**config.mk**
```make
export PLATFORM = sky130hd
export DESIGN_NAME = fetch_cycle
export DESIGN_NICKNAME = d
export VERILOG_FILES = /design/src/rtl/fetch_pkg.sv /design/src/rtl/fetch_cycle_fifo.sv /design/src/rtl/fetch_cycle.sv
export SDC_FILE = /design/constraint.sdc
export NUM_CORES = 1
export LEC_CHECK = 0
export BUFFER_PORTS_ARGS = -buffer_cell sky130_fd_sc_hd__buf_2
export CAP_MARGIN = 0
export CELL_PAD_IN_SITES_DETAIL_PLACEMENT = 1
export CELL_PAD_IN_SITES_GLOBAL_PLACEMENT = 2
export CORE_MARGIN = 2
export CORE_UTILIZATION = 34
export CTS_CLUSTER_SIZE = 14
export DETAILED_ROUTE_END_ITERATION = 7
export PLACE_DENSITY = 0.78
export SYNTH_ARGS = -nofsm -noshare
export SYNTH_HDL_FRONTEND = slang
export SYNTH_SLANG_ARGS = --single-unit
```
**constraint.sdc**
```tcl
create_clock -name clk -period 5.4 [get_ports clk]
set_input_delay 0.27 -clock clk [delete_from_list [all_inputs] [get_ports clk]]
set_output_delay 0.27 -clock clk [all_outputs]
set_load 0.005 [all_outputs]
```
**src/rtl/fetch_pkg.sv**
```systemverilog
// fetch_pkg: shared constants and the fetch buffer entry type
package fetch_pkg;
  localparam int FETCH_XLEN = 32;
  localparam logic [31:0] NOP_INSTR = 32'h0000_0013;
  localparam logic [31:0] PC_STEP = 32'd4;
  typedef struct packed {
    logic [FETCH_XLEN-1:0] pc;
    logic [FETCH_XLEN-1:0] instr;
  } fetch_entry_t;
endpackage

```
**src/rtl/fetch_cycle_fifo.sv**
```systemverilog
// fetch_fifo: synchronous FIFO with flush, used for both the instruction buffer and the PC tag queue
module fetch_fifo
  import fetch_pkg::*;
#(
  parameter int DEPTH = 2,
  parameter type T = fetch_entry_t
) (
  input  logic                     clk,
  input  logic                     rst,
  input  logic                     flush,
  input  logic                     push,
  input  T                         din,
  input  logic                     pop,
  output T                         dout,
  output logic [$clog2(DEPTH):0]   count,
  output logic                     full,
  output logic                     empty
);
  localparam int AW = $clog2(DEPTH);
  T mem [DEPTH];
  logic [AW-1:0] rd, wr;
  always_ff @(posedge clk) begin
    if (rst || flush) begin
      rd <= '0;
      wr <= '0;
      count <= '0;
    end else begin
      if (push) wr <= wr + AW'(1);
      if (pop) rd <= rd + AW'(1);
      count <= count + (AW+1)'(push) - (AW+1)'(pop);
    end
  end
  always_ff @(posedge clk) begin
    if (push && !flush) mem[wr] <= din;
  end
  assign dout = mem[rd];
  assign full = count == (AW+1)'(DEPTH);
  assign empty = count == '0;
  no_overflow: assert property (@(posedge clk) disable iff (rst || flush) !(push && full && !pop));
endmodule

```
**src/rtl/fetch_cycle.sv**
```systemverilog
// fetch_cycle: fetch stage with credit-limited imem requests, PC-tagged buffer and redirect flush
// Optional FETCH_PERF_CNT_EN adds saturating perf_fetched/perf_dropped/perf_stall_cycles outputs.
module fetch_cycle
  import fetch_pkg::*;
#(
  parameter int XLEN = 32,
  parameter logic [XLEN-1:0] RESET_PC = '0,
  parameter int FIFO_DEPTH = 2
) (
  input  logic            clk,
  input  logic            rst,
  output logic            imem_req,
  output logic [XLEN-1:0] imem_addr,
  input  logic            imem_ready,
  input  logic            imem_rvalid,
  input  logic [XLEN-1:0] imem_rdata,
  input  logic            stall,
  input  logic            redirect_valid,
  input  logic [XLEN-1:0] redirect_pc,
`ifdef FETCH_PERF_CNT_EN
  output logic [XLEN-1:0] perf_fetched,
  output logic [XLEN-1:0] perf_dropped,
  output logic [XLEN-1:0] perf_stall_cycles,
`endif
  output logic            inst_valid,
  output logic [XLEN-1:0] instruction,
  output logic [XLEN-1:0] PC_out
);
  localparam int CW = $clog2(FIFO_DEPTH) + 1;
  logic [XLEN-1:0] fetch_pc, tag_head;
  logic [CW-1:0] outstanding, drop, entry_count, tag_count;
  logic hs, accept, pop, entry_empty, entry_full, tag_full, tag_empty;
  fetch_entry_t head;
  logic unused;
  assign imem_req = !rst && !redirect_valid && ({1'b0, outstanding} + {1'b0, entry_count} < (CW+1)'(FIFO_DEPTH));
  assign imem_addr = fetch_pc;
  assign hs = imem_req && imem_ready;
  // responses still owed from before a redirect are swallowed while drop is nonzero
  assign accept = imem_rvalid && drop == '0 && !redirect_valid;
  assign pop = inst_valid && !stall;
  assign inst_valid = !entry_empty;
  assign instruction = inst_valid ? head.instr : NOP_INSTR;
  assign PC_out = inst_valid ? head.pc : '0;
  assign unused = ^{tag_full, tag_empty, tag_count, entry_full, redirect_pc[1:0]};
  fetch_fifo #(.DEPTH(FIFO_DEPTH), .T(logic [XLEN-1:0])) tag_q (
    .clk(clk), .rst(rst), .flush(redirect_valid), .push(hs), .din(fetch_pc), .pop(accept),
    .dout(tag_head), .count(tag_count), .full(tag_full), .empty(tag_empty)
  );
  fetch_fifo #(.DEPTH(FIFO_DEPTH), .T(fetch_entry_t)) entry_q (
    .clk(clk), .rst(rst), .flush(redirect_valid), .push(accept), .din('{pc: tag_head, instr: imem_rdata}),
    .pop(pop), .dout(head), .count(entry_count), .full(entry_full), .empty(entry_empty)
  );
  always_ff @(posedge clk) begin
    if (rst) begin
      fetch_pc <= RESET_PC;
      outstanding <= '0;
      drop <= '0;
    end else begin
      outstanding <= outstanding + CW'(hs) - CW'(imem_rvalid);
      if (redirect_valid) begin
        fetch_pc <= {redirect_pc[XLEN-1:2], 2'b00};
        drop <= outstanding - CW'(imem_rvalid);
      end else begin
        if (hs) fetch_pc <= fetch_pc + XLEN'(PC_STEP);
        if (imem_rvalid && drop != '0) drop <= drop - CW'(1);
      end
    end
  end
`ifdef FETCH_PERF_CNT_EN
  function automatic logic [XLEN-1:0] sat_add(input logic [XLEN-1:0] a, input logic [XLEN-1:0] b);
    logic [XLEN:0] s;
    s = {1'b0, a} + {1'b0, b};
    return s[XLEN] ? '1 : s[XLEN-1:0];
  endfunction
  always_ff @(posedge clk) begin
    if (rst) begin
      perf_fetched <= '0;
      perf_dropped <= '0;
      perf_stall_cycles <= '0;
    end else begin
      perf_fetched <= sat_add(perf_fetched, XLEN'(accept));
      perf_dropped <= sat_add(perf_dropped, XLEN'(imem_rvalid && !accept) + (redirect_valid ? XLEN'(entry_count) : '0));
      perf_stall_cycles <= sat_add(perf_stall_cycles, XLEN'(inst_valid && stall));
    end
  end
`endif
endmodule

```
==> impl_metrics.json <==
{
  "diodes": 0,
  "setup_violations": 0,
  "routed_via_density": 4.98,
  "route.vias.total": 6175,
  "arrival_ns": 3.57,
  "cts_tree": "built",
  "worst_slew_margin_rel": 0.358,
  "ir_drop_v": 0.000192,
  "rsz0062_at_grt": "no",
  "clockBufferDepth": 3,
  "layout_common_cells": "edfxtp_1, buf_2, nor2_1",
  "worst_setup_path_end_kind": "flop",
  "ctsHtreeMaxLevel": 1,
  "rr_worst_depth": 12,
  "synthArstFlopShare": 0,
  "wire_per_inst_um": 18.7,
  "ios": 168,
  "netlist_area_sq_um": 9370,
  "min_path_type": "in -> reg",
  "ff2ff_setup_slack_ns": 2.21,
  "path_class": "reg -> reg",
  "cts_sinks": 226,
  "core_sq_um": 27000,
  "layout-drive-gt1-share": 0.281,
  "worst_pin_slew_ns": 0.963,
  "fillCellCount": 2825,
  "endpoint": "outstanding[1]$_SDFF_PP0_",
  "ys_warn_count": 0,
  "drt-total-wl_um": 23200,
  "critPathLaunch": "entry_q.count[0]$_SDFF_PP0_",
  "post-route-drc-count": 0,
  "r2r-start": "entry_q.count[0]$_SDFF_PP0_",
  "timing.final.hold_violations": 0,
  "synth_area_per_cell_sq_um": 13.7,
  "status": "finished clean",
  "synth-seq-cells": 226,
  "cp.required_ns": 5.78,
  "synth_ff_type": "edfxtp_1",
  "syn_to_final_growth_pct": 25.7,
  "cts_root_buffer": "clkbuf_16",
  "place_congestion": 0.778,
  "synth_seq_area_share": 0.680,
  "dieWidth_um": 170,
  "clk_pin_slew_ns": 0.06,
  "crit_path_max_fanout": 11,
  "die_area_sq_um": 28900,
  "cts.repair.resized": 0,
  "die_h_um": 170,
  "grt_pass1_vias": 6453,
  "cap_violations": 0,
  "finalCriticalPeriod_ns": 3.19,
  "postCtsSetupBuffers": 0,
  "yosysUniqueCellTypes": 57,
  "finalCritPeriodShare": 0.590,
  "grt_pass1_wl_um": 35900,
  "p_leak_nw": 4.24,
  "ant_nets": 0,
  "synth_edf_count": 184,
  "cts_buffers": 25,
  "fmax_mhz": 314,
  "hold_slack_ns": 0.0263,
  "yosysTopAreaCell": "edfxtp_1",
  "slew_violations": 0,
  "grt_max_degree": 63,
  "dr.pass1.iters": 4,
  "final_common_cell": "edfxtp_1",
  "nets": 959,
  "postSynthCellCount": 682,
  "worstSkewPairLatency_ns": 0.53,
  "cp-start-kind": "flop",
  "antenna_found_initial": 0,
  "r2r_end": "outstanding[1]$_SDFF_PP0_",
  "finClkSkew_ns": 0.0168,
  "portBuffers": 161,
  "synthTopCellsByArea": "edfxtp_1, dfxtp_1, mux2i_1",
  "dp_hpwl_um": 14600,
  "power_mw": 4.08,
  "ctsHoldBuffers": 38,
  "tns_ns": 0,
  "rows": 60,
  "globalRoute.totalOverflow": 0,
  "power_density_nw_per_um2": 347,
  "synth_top_area_share": 0.590,
  "drt_iter0_markers": 287,
  "grtUsageTotal": 0.161,
  "start_util": 0.347
}
## worst min-delay path by stage
stage | from | slack, ns | cells after the start | to
global route | redirect_pc[11] | 0.02 | 3 | imem_addr[11]$_SDFFE_PP0P_
finish | redirect_pc[11] | 0.03 | 3 | imem_addr[11]$_SDFFE_PP0P_
CTS | redirect_pc[6] | 0.0004 | 3 | imem_addr[6]$_SDFFE_PP0P_
global placement | imem_rdata[7] | 0.46 | 1 | entry_q.mem[1][7]$_DFFE_PP_
detailed placement | imem_rdata[5] | 0.46 | 1 | entry_q.mem[1][5]$_DFFE_PP_
floorplan | imem_rdata[0] | 0.37 | 0 | entry_q.mem[0][0]$_DFFE_PP_
## sequential cells by signal (all words and copies together) (netlist names), named ones only
signal	flops
entry_q.mem	124
tag_q.mem	60
imem_addr	30
drop	2
entry_q.count	2
outstanding	2
entry_q.rd	1
entry_q.wr	1
tag_q.rd	1
tag_q.wr	1
## area by class of cell
cell class | count | area [sq um] | share of cell area
Clock inverter | 14 | 155 | 0.0132
Clock buffer | 32 | 702 | 0.0596
Inverter | 14 | 52.6 | 0.00446
Timing Repair Buffer | 207 | 1250 | 0.106
Sequential cell | 226 | 6370 | 0.541
Multi-Input combinational cell | 407 | 2820 | 0.240
Tap cell | 341 | 427 | 0.0362
## report_power, final
group	internal [mW]	leakage, nW	switching, mW
clock	1.06	0.417	0.682
sequential	1.96	2.03	0.0561
combinational	0.142	1.79	0.177
total	3.17	4.24	0.916
## cells by family after synthesis
family / count (synthesis) / synth area share
multiplexers: 92 / 0.102
AO/OA/AOI/OAI: 60 / 0.0492
AND/OR/NAND/NOR: 227 / 0.119
buffers and inverters: 52 / 0.0227
XOR/XNOR: 16 / 0.0150
flip-flops: 226 / 0.680
other: 1 / 0.000400
adder cells (fa/ha/maj): 8 / 0.0115
## critical path, stage by stage, from the launching register on
cell	delay, ns
dfxtp_1	0.37
inv_1	0.08
nor2_1	0.14
fa_1	0.47
or3b_1	0.58
nor2_1	0.32
inv_1	0.19
ha_1	0.31
inv_1	0.04
ha_1	0.17
xor2_1	0.17
xnor2_1	0.14
nor2_1	0.05
## cell usage after synthesis, types with 9 or more instances
library cell	n
nand2_1	30
a211oi_1	10
and3_1	9
mux2_2	30
mux2i_1	62
nand3_1	11
a311oi_1	10
clkbuf_1	30
dfxtp_1	42
nor3_1	10
nor2_1	102
nand4_1	16
xnor2_1	11
edfxtp_1	184
inv_1	13
## metal layers
metal  vias up  global-route usage  share of wire
met2       163               0.278           0.49
li1       2970                   -              -
met5         -                   0              0
met3        27              0.0284          0.052
met1      3015               0.204           0.44
met4         0              0.0517          0.018
## per-stage QoR
stage | setup WS, ns | cells | area, sq um | utilization
floorplan | 1.61 | 685 | 9380 | -
global placement | 2.25 | 1157 | 10500 | 0.390
detailed placement | 2.21 | 1157 | 10500 | 0.390
CTS | 2.19 | 1241 | 11800 | 0.436
global route | 1.98 | 1241 | 11800 | 0.436
finish | 2.21 | 1241 | 11800 | 0.436
No activity file was read; power rests on OpenSTA's default activity.
